`config.mk`:
```
export PLATFORM = sky130hd
export DESIGN_NAME = peak_result_streamer
export DESIGN_NICKNAME = d
export VERILOG_FILES = /design/src/rtl/peak_result_streamer_pkg.sv /design/src/rtl/peak_result_streamer_bank.sv /design/src/rtl/peak_result_streamer.sv
export SDC_FILE = /design/constraint.sdc
export NUM_CORES = 2
export LEC_CHECK = 0
export ABC_AREA = 1
export CAP_MARGIN = 10
export CORE_ASPECT_RATIO = 1.75
export CORE_MARGIN = 2
export CORE_UTILIZATION = 47
export CTS_BUF_LIST = sky130_fd_sc_hd__clkbuf_8
export CTS_CLUSTER_SIZE = 25
export DETAILED_ROUTE_END_ITERATION = 12
export PLACE_DENSITY = 0.69
export SYNTH_ARGS = -nofsm -noshare
export SYNTH_HDL_FRONTEND = slang
export SYNTH_HIERARCHICAL = 1
export SYNTH_SLANG_ARGS = --single-unit
```
`constraint.sdc`:
```
create_clock -name clk_i -period 37.1 [get_ports clk_i]
set_input_delay 11.13 -clock clk_i [delete_from_list [all_inputs] [get_ports clk_i]]
set_output_delay 11.13 -clock clk_i [all_outputs]
set_load 0.05 [all_outputs]
```
`src/rtl/peak_result_streamer_pkg.sv`:
```
// -----------------------------------------------------------------------------
// peak_result_streamer_pkg
//  Shared constants and types for the peak result streamer and its bank
//  register file: frame sync word, record field widths, beat count of one
//  packet and the streaming FSM state encoding.
// -----------------------------------------------------------------------------
package peak_result_streamer_pkg;

  localparam int          NOF_RANGE_BINS = 16;
  localparam logic [15:0] HEADER_TAG     = 16'hA55A;

  localparam int BIN_W   = 4;
  localparam int VALUE_W = 32;
  localparam int ADDR_W  = 10;
  localparam int ENTRY_W = VALUE_W + ADDR_W;

  // header + one record per range bin + trailer
  localparam int BEAT_COUNT = NOF_RANGE_BINS + 2;

  localparam logic [1:0] ST_IDLE    = 2'd0;
  localparam logic [1:0] ST_HEADER  = 2'd1;
  localparam logic [1:0] ST_RECORD  = 2'd2;
  localparam logic [1:0] ST_TRAILER = 2'd3;

  typedef struct packed {
    logic [VALUE_W-1:0] value;
    logic [ADDR_W-1:0]  addr;
  } peak_entry_t;

  function automatic logic [4:0] popcount16(input logic [15:0] v);
    logic [4:0] n;
    n = '0;
    for (int i = 0; i < 16; i++) begin
      n = n + {4'd0, v[i]};
    end
    return n;
  endfunction

endpackage

```
`src/rtl/peak_result_streamer_bank.sv`:
```
// -----------------------------------------------------------------------------
// peak_result_bank
//  One result bank: Depth entries of {peak value, FFT bin} plus a valid mask.
//  Ports:
//   clk_i, rst_i   clock, asynchronous active-high reset
//   clr_i          clear all entries and the mask
//   wr_en_i        write wr_entry_i into entry wr_bin_i and set its mask bit
//   rd_bin_i       combinational read address
//   rd_entry_o     entry at rd_bin_i, zero when its mask bit is clear
//   mask_o         per-bin valid mask
//  A clear and a write in the same cycle leave only the written entry.
// -----------------------------------------------------------------------------
module peak_result_bank
  import peak_result_streamer_pkg::*;
#(
  parameter int Depth = NOF_RANGE_BINS
) (
  input  logic               clk_i,
  input  logic               rst_i,
  input  logic               clr_i,
  input  logic               wr_en_i,
  input  logic [BIN_W-1:0]   wr_bin_i,
  input  logic [ENTRY_W-1:0] wr_entry_i,
  input  logic [BIN_W-1:0]   rd_bin_i,
  output logic [ENTRY_W-1:0] rd_entry_o,
  output logic [Depth-1:0]   mask_o
);

  logic [ENTRY_W-1:0] entries [Depth];

  // write after clear so a result arriving with the clear survives it
  always_ff @(posedge clk_i or posedge rst_i) begin
    if (rst_i) begin
      for (int i = 0; i < Depth; i++) begin
        entries[i] <= '0;
      end
      mask_o <= '0;
    end else begin
      if (clr_i) begin
        for (int i = 0; i < Depth; i++) begin
          entries[i] <= '0;
        end
        mask_o <= '0;
      end
      if (wr_en_i) begin
        entries[wr_bin_i] <= wr_entry_i;
        mask_o[wr_bin_i]  <= 1'b1;
      end
    end
  end

  assign rd_entry_o = mask_o[rd_bin_i] ? entries[rd_bin_i] : '0;

endmodule

```
`src/rtl/peak_result_streamer.sv`:
```
// -----------------------------------------------------------------------------
// peak_result_streamer
//  Collects the per-range-bin peaks of one accumulation group into a write
//  bank, swaps banks on group_done_i and streams the closed bank as a framed
//  packet (header, NofRangeBins records, checksum trailer) on four 16-bit lanes.
//  Ports:
//   clk_i, rst_i                 clock, asynchronous active-high reset
//   group_start_i                clear write bank (a coincident result is kept)
//   pk_valid_i/pk_bin_i/
//   pk_value_i/pk_addr_i         one peak result for range bin pk_bin_i
//   group_done_i                 close frame; dropped if still streaming
//   y0_o/y0z_o/y1_o/y1z_o        registered packet lanes, 0 when idle
//   data_valid_o                 lanes carry a packet beat
//   busy_o                       frame being streamed
//   overrun_o                    sticky: a frame was dropped
//   frame_cnt_o                  frames emitted, wrapping
// -----------------------------------------------------------------------------
module peak_result_streamer
  import peak_result_streamer_pkg::*;
#(
  parameter int          NofRangeBins = NOF_RANGE_BINS,
  parameter logic [15:0] HeaderTag    = HEADER_TAG
) (
  input  logic               clk_i,
  input  logic               rst_i,
  input  logic               group_start_i,
  input  logic               pk_valid_i,
  input  logic [BIN_W-1:0]   pk_bin_i,
  input  logic [VALUE_W-1:0] pk_value_i,
  input  logic [ADDR_W-1:0]  pk_addr_i,
  input  logic               group_done_i,
  output logic [15:0]        y0_o,
  output logic [15:0]        y0z_o,
  output logic [15:0]        y1_o,
  output logic [15:0]        y1z_o,
  output logic               data_valid_o,
  output logic               busy_o,
  output logic               overrun_o,
  output logic [15:0]        frame_cnt_o
);

  localparam logic [BIN_W-1:0] LastBin = BIN_W'(NofRangeBins - 1);

  logic                    wr_sel;
  logic                    accept;
  logic                    drop;
  logic                    bin_ok;
  logic                    wr_en;
  logic                    clr0;
  logic                    clr1;
  logic                    wr0;
  logic                    wr1;
  logic [ENTRY_W-1:0]      wr_entry;
  logic [ENTRY_W-1:0]      entry0;
  logic [ENTRY_W-1:0]      entry1;
  logic [NofRangeBins-1:0] mask0;
  logic [NofRangeBins-1:0] mask1;
  logic [NofRangeBins-1:0] rd_mask;
  peak_entry_t             rd_entry;
  logic [1:0]              state;
  logic [BIN_W-1:0]        rec_bin;
  logic [15:0]             checksum;
  logic [15:0]             beat_y0;
  logic [15:0]             beat_y0z;
  logic [15:0]             beat_y1;
  logic [15:0]             beat_y1z;
  logic [15:0]             beat_sum;

  // busy spans from the accepting edge until data_valid_o drops after the trailer
  assign busy_o = (state != ST_IDLE) | data_valid_o;
  assign accept = group_done_i & ~busy_o;
  assign drop   = group_done_i & busy_o;

  assign bin_ok   = ({1'b0, pk_bin_i} < 5'(NofRangeBins));
  assign wr_en    = pk_valid_i & bin_ok & ~drop;
  assign wr_entry = {pk_value_i, pk_addr_i};

  // wr_sel names the bank being filled; on accept the other (reader) bank is
  // cleared so it is empty when it becomes the write bank at this same edge
  assign wr0  = wr_en & ~wr_sel;
  assign wr1  = wr_en & wr_sel;
  assign clr0 = wr_sel ? accept : (group_start_i | drop);
  assign clr1 = wr_sel ? (group_start_i | drop) : accept;

  peak_result_bank #(.Depth(NofRangeBins)) u_bank0 (
    .clk_i      (clk_i),
    .rst_i      (rst_i),
    .clr_i      (clr0),
    .wr_en_i    (wr0),
    .wr_bin_i   (pk_bin_i),
    .wr_entry_i (wr_entry),
    .rd_bin_i   (rec_bin),
    .rd_entry_o (entry0),
    .mask_o     (mask0)
  );

  peak_result_bank #(.Depth(NofRangeBins)) u_bank1 (
    .clk_i      (clk_i),
    .rst_i      (rst_i),
    .clr_i      (clr1),
    .wr_en_i    (wr1),
    .wr_bin_i   (pk_bin_i),
    .wr_entry_i (wr_entry),
    .rd_bin_i   (rec_bin),
    .rd_entry_o (entry1),
    .mask_o     (mask1)
  );

  assign rd_entry = wr_sel ? entry0 : entry1;
  assign rd_mask  = wr_sel ? mask0 : mask1;

  always_comb begin
    beat_y0  = '0;
    beat_y0z = '0;
    beat_y1  = '0;
    beat_y1z = '0;
    case (state)
      ST_HEADER: begin
        beat_y0  = HeaderTag;
        beat_y0z = frame_cnt_o;
        beat_y1  = 16'(rd_mask);
        beat_y1z = 16'(NofRangeBins);
      end
      ST_RECORD: begin
        beat_y0  = rd_entry.value[15:0];
        beat_y0z = rd_entry.value[31:16];
        beat_y1  = 16'(rd_entry.addr);
        beat_y1z = 16'(rec_bin);
      end
      ST_TRAILER: begin
        beat_y0  = checksum;
        beat_y0z = ~HeaderTag;
        beat_y1  = 16'(NofRangeBins) - 16'(popcount16(16'(rd_mask)));
        beat_y1z = '0;
      end
      default: begin
      end
    endcase
  end

  assign beat_sum = beat_y0 + beat_y0z + beat_y1 + beat_y1z;

  // checksum accumulates header and record beats as they are registered out
  always_ff @(posedge clk_i or posedge rst_i) begin
    if (rst_i) begin
      state        <= ST_IDLE;
      wr_sel       <= 1'b0;
      rec_bin      <= '0;
      checksum     <= '0;
      y0_o         <= '0;
      y0z_o        <= '0;
      y1_o         <= '0;
      y1z_o        <= '0;
      data_valid_o <= 1'b0;
      overrun_o    <= 1'b0;
      frame_cnt_o  <= '0;
    end else begin
      y0_o         <= beat_y0;
      y0z_o        <= beat_y0z;
      y1_o         <= beat_y1;
      y1z_o        <= beat_y1z;
      data_valid_o <= (state != ST_IDLE);
      if (accept) begin
        wr_sel <= ~wr_sel;
      end
      if (drop) begin
        overrun_o <= 1'b1;
      end
      case (state)
        ST_IDLE: begin
          if (accept) begin
            state <= ST_HEADER;
          end
        end
        ST_HEADER: begin
          checksum <= beat_sum;
          rec_bin  <= '0;
          state    <= ST_RECORD;
        end
        ST_RECORD: begin
          checksum <= checksum + beat_sum;
          rec_bin  <= rec_bin + 4'd1;
          if (rec_bin == LastBin) begin
            state <= ST_TRAILER;
          end
        end
        default: begin
          frame_cnt_o <= frame_cnt_o + 16'd1;
          state       <= ST_IDLE;
        end
      endcase
    end
  end

endmodule

```
==> results.json <==
{
  "status": "finished with violations",
  "violations": "capacitance limit",
  "grt-ovfl-total": 0,
  "grt_pass1_wl_um": 382000,
  "drive_gt1_share_pct": 5.21,
  "r2r_setup_slack_ns": 27.05,
  "die_area_um2": 165000,
  "worstSetupStartpointType": "flop",
  "power.density_nw_per_um2": 67.5,
  "period_minus_slack_ns": 14.92,
  "synth_cell_types": 45,
  "rsz0062_at_grt": "false",
  "syn_area_um2": 75900,
  "dpl.cell_count": 11500,
  "cts_tree": "built",
  "crit_type": "reg -> out",
  "clockBufferDepth": 4,
  "slew_violations": 0,
  "wire_per_inst_um": 20.8,
  "areaGrowthSynthToFinish_pct": 7.73,
  "cp_max_fo": 32,
  "cts_setup_buffers": 0,
  "io_pins": 134,
  "ir_drop_mv": 0.0646,
  "r2r_end": "checksum[15]$_DFFE_PP0P_",
  "hold_class": "reg -> reg",
  "clock.fmax_ghz": 0.0670,
  "cp.arrival_ns": 3.79,
  "ys_ff_latch": 1470,
  "fp-row-count": 195,
  "setup_tns_ns": 0,
  "drt_wl_total_um": 247000,
  "first_iter_violations": 8036,
  "die_y_um": 536,
  "critPathCaptureType": "primary output",
  "drc": 0,
  "synth-edff-count": 0,
  "grt_usage_pct": 29.6,
  "final_common_cell": "nand3_1",
  "final.period_utilization_pct": 40.2,
  "mostFrequentLayoutCells": "nand3_1 (2423), nand2_1 (2043), dfrtp_1 (1465)",
  "yosysSeqAreaShare_pct": 48.5,
  "whs_path_depth": 2,
  "holdBufCountCts": 0,
  "slew_headroom_pct": 1.26,
  "r2r_cells": 40,
  "dpl.hpwl_um": 139000,
  "synthArstFlopShare_pct": 100,
  "fin_cells": 11900,
  "avgSynthCellArea_um2": 7.57,
  "ys.warnings.count": 6,
  "firstDrtPassIters": 9,
  "maxCapViolations": 1,
  "grt_max_degree": 199,
  "reg2reg_from": "wr_sel$_DFFE_PP0P_",
  "vias_per_cell": 5.79,
  "clkTransAtPathRegs_ns": 0.07,
  "ant_nets": 0,
  "synth_ff_type": "dfrtp_1",
  "cts_buffers": 213,
  "place.gp.congestion": 0.938,
  "worstPathRequired_ns": 25.97,
  "die_x_um": 308,
  "total_leakage_power_nw": 39.5,
  "h-tree-depth": 4,
  "worst_pin_slew_ns": 1.47,
  "clock_latency_ns": 0.94,
  "fin_worst_skew_ns": 0.0656,
  "core_area_um2": 161000,
  "root_buffer": "clkbuf_8",
  "worstHoldStart": "u_bank1/entries[283]$_DFF_PP0_",
  "grt_pass1_vias": 65500,
  "port_buffers": 122,
  "antenna_found_initial": 16,
  "start_util_pct": 47.2,
  "cts.sinks": 1470,
  "hold_violations": 0,
  "fin_nets": 9770,
  "min_to": "u_bank1/entries[283]$_DFF_PP0_",
  "syn_inst": 10000,
  "cts_resized": 0,
  "setup_violations": 0,
  "num_vias": 68700
}
==> where the power goes <==
group | switching [mW] | leakage, nW | internal [mW] | total [mW]
registers | 0.0862 | 20.4 | 1.69 | 1.78
clock network | 0.642 | 2.50 | 0.694 | 1.34
logic | 1.77 | 16.6 | 0.636 | 2.40
==> synthesized netlist by cell type (2+ instances only) <==
| library cell | count | area [µm²] |
|---|---|---|
| xor2_1 | 15 | 131 |
| nand3_2 | 3 | 30.0 |
| inv_1 | 1340 | 5030 |
| ha_1 | 64 | 801 |
| or2_2 | 10 | 62.6 |
| buf_6 | 2 | 22.5 |
| nor3_2 | 2 | 20.0 |
| clkbuf_1 | 321 | 1200 |
| buf_1 | 177 | 664 |
| nand2_1 | 2069 | 7770 |
| nand3b_1 | 2 | 15.0 |
| o21ai_0 | 1358 | 6800 |
| o221ai_1 | 5 | 43.8 |
| inv_2 | 9 | 33.8 |
| a21o_1 | 4 | 30.0 |
| a21boi_0 | 2 | 15.0 |
| clkinv_1 | 4 | 15.0 |
| nor2_1 | 106 | 398 |
| nand3_1 | 2431 | 12200 |
| o21a_1 | 3 | 22.5 |
| buf_4 | 13 | 97.6 |
| nand4_1 | 7 | 43.8 |
| o21bai_1 | 4 | 30.0 |
| o21ai_1 | 87 | 435 |
| nor2_2 | 4 | 25.0 |
| fa_1 | 32 | 641 |
| xnor2_1 | 10 | 87.6 |
| and2_1 | 2 | 12.5 |
| dfrtp_1 | 1470 | 36800 |
| o31ai_1 | 2 | 15.0 |
| nor3_1 | 5 | 25.0 |
| a31oi_1 | 9 | 56.3 |
| a21oi_1 | 75 | 375 |
| o211ai_1 | 5 | 37.5 |
| nand2_2 | 4 | 25.0 |
| mux2i_1 | 15 | 150 |
| buf_2 | 341 | 1710 |
| o22ai_1 | 3 | 18.8 |
==> area by class of cell <==
| type | count | area, µm² |
|---|---|---|
| Inverter | 1353 | 5140 |
| Antenna cell | 7 | 17.5 |
| Multi-Input combinational cell | 6355 | 30700 |
| Fill cell | 15400 | 79000 |
| Clock buffer | 277 | 3810 |
| Tap cell | 2068 | 2590 |
| Sequential cell | 1470 | 36800 |
| Timing Repair Buffer | 230 | 2180 |
| Clock inverter | 103 | 558 |
==> critical path, cell delays in order (launching register included) <==
cell	delay, ns
dfrtp_1	0.47
clkinv_1	0.38
ha_1	0.32
buf_4	0.27
inv_2	0.29
or2_2	0.29
clkdlybuf4s50_1	0.84
==> flip-flops by register name, indices dropped and copies added, names as in the netlist <==
signal and flops:
rec_bin 4, y1z_o 5, y0z_o 16, checksum 16
u_bank0/mask_o 16, u_bank1/entries 672, y1_o 16, data_valid_o 1
y0_o 16, u_bank1/mask_o 16, wr_sel 1, frame_cnt_o 16
overrun_o 1, u_bank0/entries 672, state 2
==> routing by layer <==
metal	share of wire, %	track usage [%]	vias to the layer above	wire, µm
li1	-	-	31500	-
met1	38	37.5	33200	95000
met2	47	48.2	3365	116000
met3	8.9	4.97	689	21900
met4	5.7	16.2	10	14200
met5	0.025	0	-	62
==> cell families (layout without fill, tap and decap cells) <==
group,after synthesis,after routing,share of synthesized area (%)
buf+inv,2207,1963,11.6
fa+ha+maj,96,96,1.90
flops,1470,1470,48.5
other cells,1,18,0.00494
xor+xnor,25,25,0.289
mux,15,15,0.198
compound gates,1561,1561,10.4
simple gates,4647,4647,27.1
==> worst max path at each step <==
stage                                     from                             end  slack (ns)
after detailed placement          group_done_i   u_bank0/entries[50]$_DFF_PP0_       21.63
after CTS                 state[1]$_DFFE_PP0P_                          busy_o       22.14
after floorplan                          rst_i    u_bank0/entries[0]$_DFF_PP0_        6.68
after global placement            group_done_i  u_bank0/entries[518]$_DFF_PP0_       21.69
final                     state[1]$_DFFE_PP0P_                          busy_o       22.18
after global routing      state[1]$_DFFE_PP0P_                          busy_o       22.03
==> per-stage QoR <==
| stage | instance area, µm² | hold slack, ns | power (mW) | utilization, % | worst slack (ns) |
|---|---|---|---|---|---|
| finish | 81800 | 0.510 | 5.52 | 50.8 | 22.18 |
| global route | 81700 | 0.534 | 5.83 | 50.8 | 22.03 |
| CTS | 81700 | 0.513 | 5.49 | 50.8 | 22.14 |
| detailed placement | 77300 | 0.499 | 4.15 | 48.1 | 21.63 |
| global placement | 77300 | 0.493 | 4.12 | 48.1 | 21.69 |
| floorplan | 75900 | 0.478 | 3.46 | - | 6.68 |
No activity file was read; power rests on OpenSTA's default activity.
